--- config.mk ---
export PLATFORM = sky130hd
export DESIGN_NAME = ram_stream_fifo_flat
export DESIGN_NICKNAME = d
export VERILOG_FILES = /design/src/rtl/ram_stream_fifo_if.sv /design/src/rtl/ram_stream_fifo.sv /design/src/flat_wrapper.sv
export SDC_FILE = /design/constraint.sdc
export NUM_CORES = 1
export LEC_CHECK = 0
export CORE_MARGIN = 1
export CORE_UTILIZATION = 55
export DETAILED_ROUTE_END_ITERATION = 6
export GPL_TIMING_DRIVEN = 0
export PLACE_DENSITY = 0.79
export SLEW_MARGIN = 40
export SYNTH_ARGS = -nofsm -noshare
export SYNTH_HDL_FRONTEND = slang
export SYNTH_SLANG_ARGS = --single-unit
--- constraint.sdc ---
create_clock -name clk -period 2.6 [get_ports clk]
set_clock_uncertainty 0.05 [all_clocks]
set_input_delay 0.65 -clock clk [delete_from_list [all_inputs] [get_ports clk]]
set_output_delay 0.65 -clock clk [all_outputs]
set_load 0.005 [all_outputs]
--- src/rtl/ram_stream_fifo_if.sv ---
// ---------------------------------------------------------------------------
// ram_stream_fifo_if
// Streaming handshake bundle for ram_stream_fifo.
//   s_valid / s_ready / s_data : upstream (write) side
//   m_valid / m_ready / m_data : downstream (read) side, head word in FWFT form
// Modports:
//   master : the environment; drives the upstream word and the downstream ready
//   slave  : the FIFO; drives s_ready and the head word
// ---------------------------------------------------------------------------
interface ram_stream_fifo_if #(
  parameter int DATA_WIDTH = 8
);
  logic                  s_valid;
  logic                  s_ready;
  logic [DATA_WIDTH-1:0] s_data;
  logic                  m_valid;
  logic                  m_ready;
  logic [DATA_WIDTH-1:0] m_data;

  modport master (
    output s_valid, s_data, m_ready,
    input  s_ready, m_valid, m_data
  );

  modport slave (
    input  s_valid, s_data, m_ready,
    output s_ready, m_valid, m_data
  );
endinterface

--- src/rtl/ram_stream_fifo.sv ---
// ---------------------------------------------------------------------------
// ram_stream_fifo
// First-word-fall-through FIFO around a register array with registered write
// and combinational read. Provides pointer generation, occupancy tracking and
// valid/ready handshakes on both sides.
// Ports:
//   clk         : single clock, rising edge
//   rst         : synchronous active-high reset (pointers only)
//   flush       : synchronous clear, same effect as rst
//   bus         : streaming handshake bundle (slave modport)
//   count       : occupancy 0..DEPTH
//   almost_full : count >= AFULL_LEVEL
// ---------------------------------------------------------------------------
module ram_stream_fifo #(
  parameter  int DEPTH       = 64,
  parameter  int DATA_WIDTH  = 8,
  parameter  int AFULL_LEVEL = DEPTH - 2,
  localparam int AdrBits     = $clog2(DEPTH)
) (
  input  logic               clk,
  input  logic               rst,
  input  logic               flush,
  ram_stream_fifo_if.slave   bus,
  output logic [AdrBits:0]   count,
  output logic               almost_full
);

  // AFULL_LEVEL never exceeds DEPTH, so it fits in the count width.
  localparam logic [AdrBits:0] AfullThr = AFULL_LEVEL[AdrBits:0];
  localparam logic [AdrBits:0] PtrOne   = {{AdrBits{1'b0}}, 1'b1};

  logic [DATA_WIDTH-1:0] r_mem [DEPTH];
  logic [AdrBits:0]      r_wr_ptr;
  logic [AdrBits:0]      r_rd_ptr;

  logic w_empty;
  logic w_full;
  logic w_clear;
  logic w_push;
  logic w_pop;

  // Status flags, handshakes and head-word read from registered pointers.
  always_comb begin
    w_clear     = rst | flush;
    w_empty     = (r_wr_ptr == r_rd_ptr);
    // Same slot but opposite lap: every entry occupied.
    w_full      = (r_wr_ptr[AdrBits-1:0] == r_rd_ptr[AdrBits-1:0]) &&
                  (r_wr_ptr[AdrBits] != r_rd_ptr[AdrBits]);
    bus.s_ready = ~w_full & ~w_clear;
    bus.m_valid = ~w_empty;
    w_push      = bus.s_valid & bus.s_ready;
    w_pop       = bus.m_valid & bus.m_ready;
    // Wrap bit makes the modular difference the true occupancy.
    count       = r_wr_ptr - r_rd_ptr;
    almost_full = (count >= AfullThr);
    if (w_empty) begin
      bus.m_data = {DATA_WIDTH{1'b0}};
    end else begin
      bus.m_data = r_mem[r_rd_ptr[AdrBits-1:0]];
    end
  end

  // Storage write; contents survive reset and flush by design.
  always_ff @(posedge clk) begin
    if (w_push) begin
      r_mem[r_wr_ptr[AdrBits-1:0]] <= bus.s_data;
    end
  end

  // Pointer update; clear wins over any push/pop in the same cycle.
  always_ff @(posedge clk) begin
    if (w_clear) begin
      r_wr_ptr <= {(AdrBits+1){1'b0}};
      r_rd_ptr <= {(AdrBits+1){1'b0}};
    end else begin
      if (w_push) begin
        r_wr_ptr <= r_wr_ptr + PtrOne;
      end
      if (w_pop) begin
        r_rd_ptr <= r_rd_ptr + PtrOne;
      end
    end
  end

endmodule
--- src/flat_wrapper.sv ---
// flat-port wrapper written by rule: the top's interface ports become plain ports
module ram_stream_fifo_flat 
#(
  parameter  int DEPTH       = 64,
  parameter  int DATA_WIDTH  = 8,
  parameter  int AFULL_LEVEL = DEPTH - 2,
  localparam int AdrBits     = $clog2(DEPTH)
)
  (clk, rst, flush, count, almost_full, bus_s_valid, bus_s_data, bus_m_ready, bus_s_ready, bus_m_valid, bus_m_data);
  ram_stream_fifo_if #(.DATA_WIDTH(DATA_WIDTH)) bus_i ();
  input  logic clk;
  input  logic rst;
  input  logic flush;
  output logic [AdrBits:0] count;
  output logic almost_full;
  input wire logic [$bits(bus_i.s_valid)-1:0] bus_s_valid;
  input wire logic [$bits(bus_i.s_data)-1:0] bus_s_data;
  input wire logic [$bits(bus_i.m_ready)-1:0] bus_m_ready;
  output wire logic [$bits(bus_i.s_ready)-1:0] bus_s_ready;
  output wire logic [$bits(bus_i.m_valid)-1:0] bus_m_valid;
  output wire logic [$bits(bus_i.m_data)-1:0] bus_m_data;
  assign bus_i.s_valid = bus_s_valid;
  assign bus_i.s_data = bus_s_data;
  assign bus_i.m_ready = bus_m_ready;
  assign bus_s_ready = bus_i.s_ready;
  assign bus_m_valid = bus_i.m_valid;
  assign bus_m_data = bus_i.m_data;
  ram_stream_fifo #(.DEPTH(DEPTH), .DATA_WIDTH(DATA_WIDTH), .AFULL_LEVEL(AFULL_LEVEL)) u_core (.clk(clk), .rst(rst), .flush(flush), .bus(bus_i), .count(count), .almost_full(almost_full));
endmodule
* Word-level counts from Yosys, hierarchy flattened *
Memories as Yosys holds them, arrays and structs flattened. A register that Yosys moved wholly into a read port is not among the register bits.
Cells that the tools add are included.

cells by class
  $lt $le $gt $ge = 1
  reductions and logical operators = 1
  bitwise gates (word level) = 7
  equal/unequal tests = 3
  shift operators = 0
  mux-type cells = 5
  $mul = 0
  add/sub/neg operators = 3
  divide/modulo/power cells = 0

operators by type and width
  operator                                                            number
  adder 7 x 1 -> 7 bit (second input constant)                        2
  two-way mux 6 bit                                                   2
  two-way mux 8 bit                                                   1
  equality test 7 bit                                                 1
  greater-or-equal comparator 7 x 6 -> 1 bit (second input constant)  1
  subtractor 7 bit                                                    1
  equality test 6 bit                                                 1
  bitwise AND 1 bit                                                   3
  inverter 1 bit                                                      3
  two-way mux 1 bit                                                   2
  logical AND 1 bit                                                   1
  inequality test 1 bit                                               1
  OR 1 bit                                                            1

storage, ports and cells
  bits of input ports = 13
  ROM bits = 0
  memories kept = 1
  bits in latches = 0
  word-level logic and storage cells = 23
  flip-flop bits (word level) = 14
  memory bits (writable) = 512
  output and inout port bits = 18

memory list
  memory        words  width  read ports  clocked after memory_dff  wr ports  line                   RTL
  u_core.r_mem  64     8      1           1                         1         ram_stream_fifo.sv:32  logic [DATA_WIDTH-1:0] r_mem [DEPTH];

* Longest topological paths before layout *
Gate-level depths: netlist (run 1).

  depth in word-level cells = 7
  mapped depth = 9
  depth with buffers taken out = 9

* Worst setup path before layout (run 1) *
Ideal clock, no wire load.

  kind = register to output
  start = reg u_core.r_rd_ptr[5]
  end = out bus_m_data[2]
  slack = -83 ps
  data arrival time = 1983 ps
  buffers on the path = 0
  required time = 1900 ps
  stages on the path, launching flop included = 7
  path through = dfxtp_1 -> inv_1 -> ha_1 -> nand4_1 -> o31ai_1 -> a2111oi_0 -> a211o_1

on the way
  longest elaborated chain between the ends = 2

ends and longest elaborated chain
  what                    line                   RTL
  from (decl)             ram_stream_fifo.sv:34  logic [AdrBits:0] r_rd_ptr;
  from (signal assigned)  ram_stream_fifo.sv:74  r_rd_ptr <= {(AdrBits+1){1'b0}};
  from (signal assigned)  ram_stream_fifo.sv:80  r_rd_ptr <= r_rd_ptr + PtrOne;
  equality test 7 bit     ram_stream_fifo.sv:45  w_empty = (r_wr_ptr == r_rd_ptr);
  two-way mux 8 bit       ram_stream_fifo.sv:56  if (w_empty) begin
  to (decl)               flat_wrapper.sv:21     output wire logic [$bits(bus_i.m_data)-1:0] bus_m_data;

No other way between the ends.

==> results of run 1 <==
power by group:
group / switching [mW] / total, mW / internal, mW
logic: 0.234 / 0.354 / 0.120
registers: 0.00257 / 9.38 / 9.38
clock network: 3.20 / 7.21 / 4.01
cell usage after synthesis (3+ instances only):
cell / number
nor2b_1: 9
nand2_1: 25
nand2b_1: 4
o22ai_1: 15
buf_2: 19
edfxtp_1: 512
buf_1: 9
and2_1: 5
or3_1: 7
a22oi_1: 15
o21ai_0: 22
a211oi_1: 7
or2_2: 3
xnor2_1: 7
xor2_1: 4
mux4_1: 6
nand3_1: 12
clkbuf_1: 14
nor2_1: 82
mux2i_1: 25
o221ai_1: 6
dfxtp_1: 20
ha_1: 8
a221oi_1: 3
nor3_1: 5
mux4_2: 121
buf_4: 9
inv_1: 14
nand4_1: 3
a21oi_1: 16
final cells by class:
type	count	share of cell area, %
diodes	1	0.00946
plain buffers	51	2.32
clock buffers	77	5.43
clock inverters	15	0.482
inverters	15	0.222
multi-input cells	444	22.6
flip-flops and latches	532	59.7
well taps	511	2.42
repair buffers	158	6.83
flip-flops by register name, indices dropped and copies added, names as in the netlist, named ones only:
register and flops:
u_core.r_rd_ptr 7, u_core.r_wr_ptr 7, u_core.r_mem 512
cells by family (layout without fill, tap and decap cells):
| family | after synthesis | in the layout | synth area share, % |
|---|---|---|---|
| flip-flops | 532 | 532 | 75.3 |
| AND/OR/NAND/NOR | 165 | 165 | 3.61 |
| multiplexers | 154 | 154 | 15.1 |
| AO/OA/AOI/OAI | 105 | 105 | 3.36 |
| buffers and inverters | 69 | 316 | 1.68 |
| XOR/XNOR | 11 | 11 | 0.460 |
| adder cells (fa/ha/maj) | 9 | 9 | 0.573 |
| other | 0 | 1 | 0 |
routing by layer:
layer	up-vias	global-route usage, %	share of wire [%]
li1	4747	-	-
met1	6384	40.9	33
met2	1118	50.5	48
met3	295	8.55	13
met4	2	16.0	6.2
met5	-	2.17	0.019
path summary, 6_finish.rpt:
kind                            slack, ns                       startpoint                               to  cells after the start
worst min-delay path                 0.24                    bus_s_data[4]    u_core.r_mem[56][4]$_DFFE_PP_                      1
worst max register to register      -0.01  u_core.r_rd_ptr[3]$_SDFFE_PP0P_    u_core.r_mem[51][0]$_DFFE_PP_                      8
worst max-delay path                -1.09                             flop                    bus_m_data[5]                     10
worst min register to register       0.49  u_core.r_rd_ptr[4]$_SDFFE_PP0P_  u_core.r_rd_ptr[4]$_SDFFE_PP0P_                      2
stage by stage:
| step | worst slack, ns | hold slack [ns] |
|---|---|---|
| 2_1_floorplan | -0.0524 | 0.417 |
| 3_3_place_gp | -1.55 | 0.439 |
| 3_5_place_dp | -1.48 | 0.462 |
| 4_1_cts | -1.03 | 0.246 |
| 5_1_grt | -1.09 | 0.248 |
| 6_report | -1.09 | 0.244 |
worst reg2reg max path, cell delays in order (launching register included):
cell and delay, ns:
dfxtp_2 0.37, inv_2 0.06, ha_4 0.24, nand4_1 0.10, buf_4 0.17, o311a_4 0.24, nor2b_4 0.32, nand3_4 0.35
nor2_4 0.37
timing repair:
| action | 4_1_cts | 5_1_grt |
|---|---|---|
| resized for setup | 418 | 45 |
| hold buffers | 0 | 0 |
| hold endpoints to repair | 0 | 0 |
| pin swaps | 81 | 31 |
| gates cloned | 3 | 1 |
| setup endpoints to repair | 530 | 300 |
| setup buffers | 92 | 25 |
==> flow_summary.toml, run 1 <==
[status]
outcome = "complete, but fails checks"
violations = "setup timing"

[critical_path]
critPathKind = "flop to primary output"
cp.buffers_inverters = 5
worstPathMaxFanout = 5
crit_family = "compound AO/OA/AOI/OAI gates"
crit_top_cell = "buf_12"
cp_slowest_cell = "mux4_2"
start_kind = "flop"
worstPathCellList = "buf_8 > buf_12 > buf_16 > buf_12 > mux4_2 > a22oi_2 > a21oi_1 > a211oi_2 > o21ai_2 > buf_2"
arrival_ns = 2.99
max_stage_delay_ns = 0.50
cp-end-kind = "primary output"
cp.required_ns = 1.90

[finish]
fin_cells = 1804
fillers = 2042
synthToLayoutAreaGrowth_pct = 26.2
layout_commonest_cell = "edfxtp_1"
utilization_pct = 70.4
layout_common_cells = "edfxtp_1, mux4_2, buf_4"
regArea_mm2 = 0.0158
drive_gt1_share_pct = 44.2
final_area_mm2 = 0.0265
multiInputGateArea_mm2 = 0.00597
nets = 1275

[clock_network]
clk_latency_ns = 0.58
cts_tree = "built"
clock_path_buffers = 3
htree_levels = 2
clk_pin_slew_ns = 0.06
clock_sinks = 532
root_buffer = "clkbuf_16"
numCtsBuffers = 51

[synthesis]
ys_types = 57
ys.flop_type = "edfxtp_1"
synth_edf_count = 512
synth_fp_nets = 1067
ys_async_sr_fraction_pct = 0
ys_seq_area_share_pct = 75.3
syn_avg_cell_area_um2 = 20.1
ys_ff_latch = 532
ys_top_cells_by_area = "edfxtp_1, mux4_2, dfxtp_1"
netlist_instances = 1045
synth_warnings = 0
syn_area_mm2 = 0.0210
synth_top_area_share_pct = 73.4
synth_top_area_cell = "edfxtp_1"

[run]
maxCapViolations = 0

[drt]
wl_per_cell_um = 34.7
wl_um = 62500
drt_iter0_drc = 1929
ant_nets = 0
via_count = 12500
vias_per_cell = 6.95
drc = 0
drtPass1Iterations = 6

[global_route]
grtUsageTotal_pct = 31.9
antenna_found_initial = 1
grt_pass1_wl_um = 85900
grt_pass1_vias = 12300
grt_max_degree = 62
grt_overflow = 0

[timing]
worst_slack_ns = -1.09
hold_violations = 0
final_max_slew_viol_count = 0
period_share_pct = 142
post-route-min-period_ns = 3.69
tightest_slew_ns = 0.887
setup_tns_ns = -10.03
finalSetupViolCount = 15
fmax_mhz = 271
rsz0062_at_grt = "true"
slew_headroom_pct = 40.7

[place]
placed_area_mm2 = 0.0221
dp_cells = 1595
gp_congestion = 0.974
dp_hpwl_um = 33200
port_buffers = 30

[power]
p_per_area_mw_per_mm2 = 640
p_total_mw = 16.9
p_leak_nw = 8.29
vdd_drop_max_mv = 0.577

[die]
die_x_um = 197
io-pin-count = 31
die_h_um = 197
start_util_pct = 55.8
core.rowCount = 71
die_area_mm2 = 0.0389
core_mm2 = 0.0376

[min_path]
min_path_type = "input port to flop"
Power figures use the tool's default switching activity.
==> inputs of run 2 (changes only) <==
Settings changed: CORE_ASPECT_RATIO set to 0.7, SKIP_CTS_REPAIR_TIMING set to 1.
==> run 2 against run 1 <==
Against the previous run:
- largest cell class unchanged
- setup slack worse by 0.010 ns
- the flow still finishes with violations (setup timing)
- critical endpoint is now bus_m_data[2]
- cell count down 3.7%
- via count down 4.2%
==> flow_summary.toml, run 2 (synthesized netlist as in run 1, its figures left out) <==
[critical_path]
cp-end-kind = "primary output"
reg2reg_slack_ns = -0.09
ff2ff_path_depth = 10
cp.required_ns = 1.90
start_kind = "flop"
r2r-end = "u_core.r_mem[21][1]$_DFFE_PP_"
critPathKind = "flop to primary output"
arrival_ns = 3.00
worstPathMaxFanout = 10
reg2reg_from = "u_core.r_rd_ptr[2]$_SDFFE_PP0P_"

[power]
p_total_mw = 16.2
vdd_drop_max_mv = 0.710
p_per_area_mw_per_mm2 = 631
p_leak_nw = 7.94

[drt]
ant_nets = 0
drc = 0
drt_iter0_drc = 1978
drtPass1Iterations = 5
via_count = 12000
wl_um = 58300
wl_per_cell_um = 33.6
vias_per_cell = 6.92

[finish]
utilization_pct = 68.9
num_antenna_cells = 0
final_area_mm2 = 0.0257
drive_gt1_share_pct = 42.0
synthToLayoutAreaGrowth_pct = 22.9
layout_commonest_cell = "edfxtp_1"
fillers = 2170
layout_common_cells = "edfxtp_1, mux4_2, nor2_4"
nets = 1237
largest_reg_flops = 512

[status]
outcome = "complete, but fails checks"
violations = "setup timing"

[global_route]
grt_pass1_wl_um = 76300
grt_overflow = 0
grt_pass1_vias = 11000
antenna_found_initial = 0
grt_max_degree = 61
grtUsageTotal_pct = 28.3

[min_path]
min-delay-start = "bus_s_data[3]"
min_path_type = "input port to flop"
hold_depth = 1
hold_end = "u_core.r_mem[19][3]$_DFFE_PP_"

[clock_network]
clk_pin_slew_ns = 0.06
htree_levels = 2
clk_latency_ns = 0.58
clock_sinks = 532
root_buffer = "clkbuf_16"
cts_tree = "built"
clock_path_buffers = 3
numCtsBuffers = 47

[place]
dp_slack_ns = -1.51
gp_congestion = 0.948
dp_hpwl_um = 35500
port_buffers = 30
placed_area_mm2 = 0.0220

[die]
die_h_um = 165
start_util_pct = 56.1
die_area_mm2 = 0.0389
die_x_um = 235
core.rowCount = 59
core_mm2 = 0.0374
io-pin-count = 31

[timing]
final_max_slew_viol_count = 0
post-route-min-period_ns = 3.70
tightest_slew_ns = 1.08
finalSetupViolCount = 229
period_share_pct = 142
hold_violations = 0
rsz0062_at_grt = "true"
worst_slack_ns = -1.10
timing.hold.ws_ns = 0.256
slew_headroom_pct = 28.2
fmax_mhz = 270

[run]
maxCapViolations = 0
## run 2: changes by cell type in the layout (fill, tap and decap cells not counted), moves of 6 or more
cell / before / now
buf_2: 14 / 5
clkbuf_1: 27 / 17
clkbuf_16: 54 / 48
buf_4: 84 / 63
mux2i_4: 12 / 6
clkbuf_2: 8 / 14
## run 2: stage by stage
step / std cells / setup TNS, ns
after global placement: 1563 / -929.93
after detailed placement: 1571 / -606.45
after global routing: 1738 / -24.32
after CTS: 1655 / -492.63
final: 1738 / -18.18
after floorplan: 1045 / -3.09
## run 2: worst max-delay path, cell delays in order (launching register included)
cell	delay (ns)
dfxtp_1	0.32
buf_6	0.21
mux4_2	0.55
nor2b_1	0.16
a211oi_1	0.57
a2111oi_2	0.15
a211o_1	0.35
clkbuf_2	0.12
## run 2: worst max path at each step
stage	slack, ns	from	cells after the start	endpoint
after floorplan	-0.05	u_core.r_wr_ptr[0]$_SDFFE_PP0P_	8	u_core.r_mem[59][0]$_DFFE_PP_
after global placement	-1.71	flop	8	bus_m_data[5]
after detailed placement	-1.51	flop	8	bus_m_data[2]
after CTS	-2.13	flop	8	bus_m_data[2]
after global routing	-1.20	flop	7	bus_m_data[2]
final	-1.10	flop	7	bus_m_data[2]
## run 2: layer usage
layer | vias to the layer above | wire [µm] | GRT usage (%)
li1 | 4665 | - | -
met1 | 6236 | 22300 | 41.2
met2 | 977 | 26100 | 41.5
met3 | 143 | 7980 | 8.68
met4 | 0 | 2020 | 8.70
met5 | - | 0 | 0
## run 2: final cells by class
cell class	instances	area [µm²]	area share (%)
tap	488	611	2.37
sequential	532	15800	61.3
multi-input combinational	444	5940	23.1
buffer	52	591	2.29
clock buffer	59	1220	4.74
inverter	15	61.3	0.238
timing repair buffer	123	1370	5.34
clock inverter	25	159	0.617
## run 2: power by group
part	internal [mW]	switching, mW
Clock	3.44	3.07
Sequential	9.38	0.00276
Combinational	0.117	0.228
Total	12.9	3.30
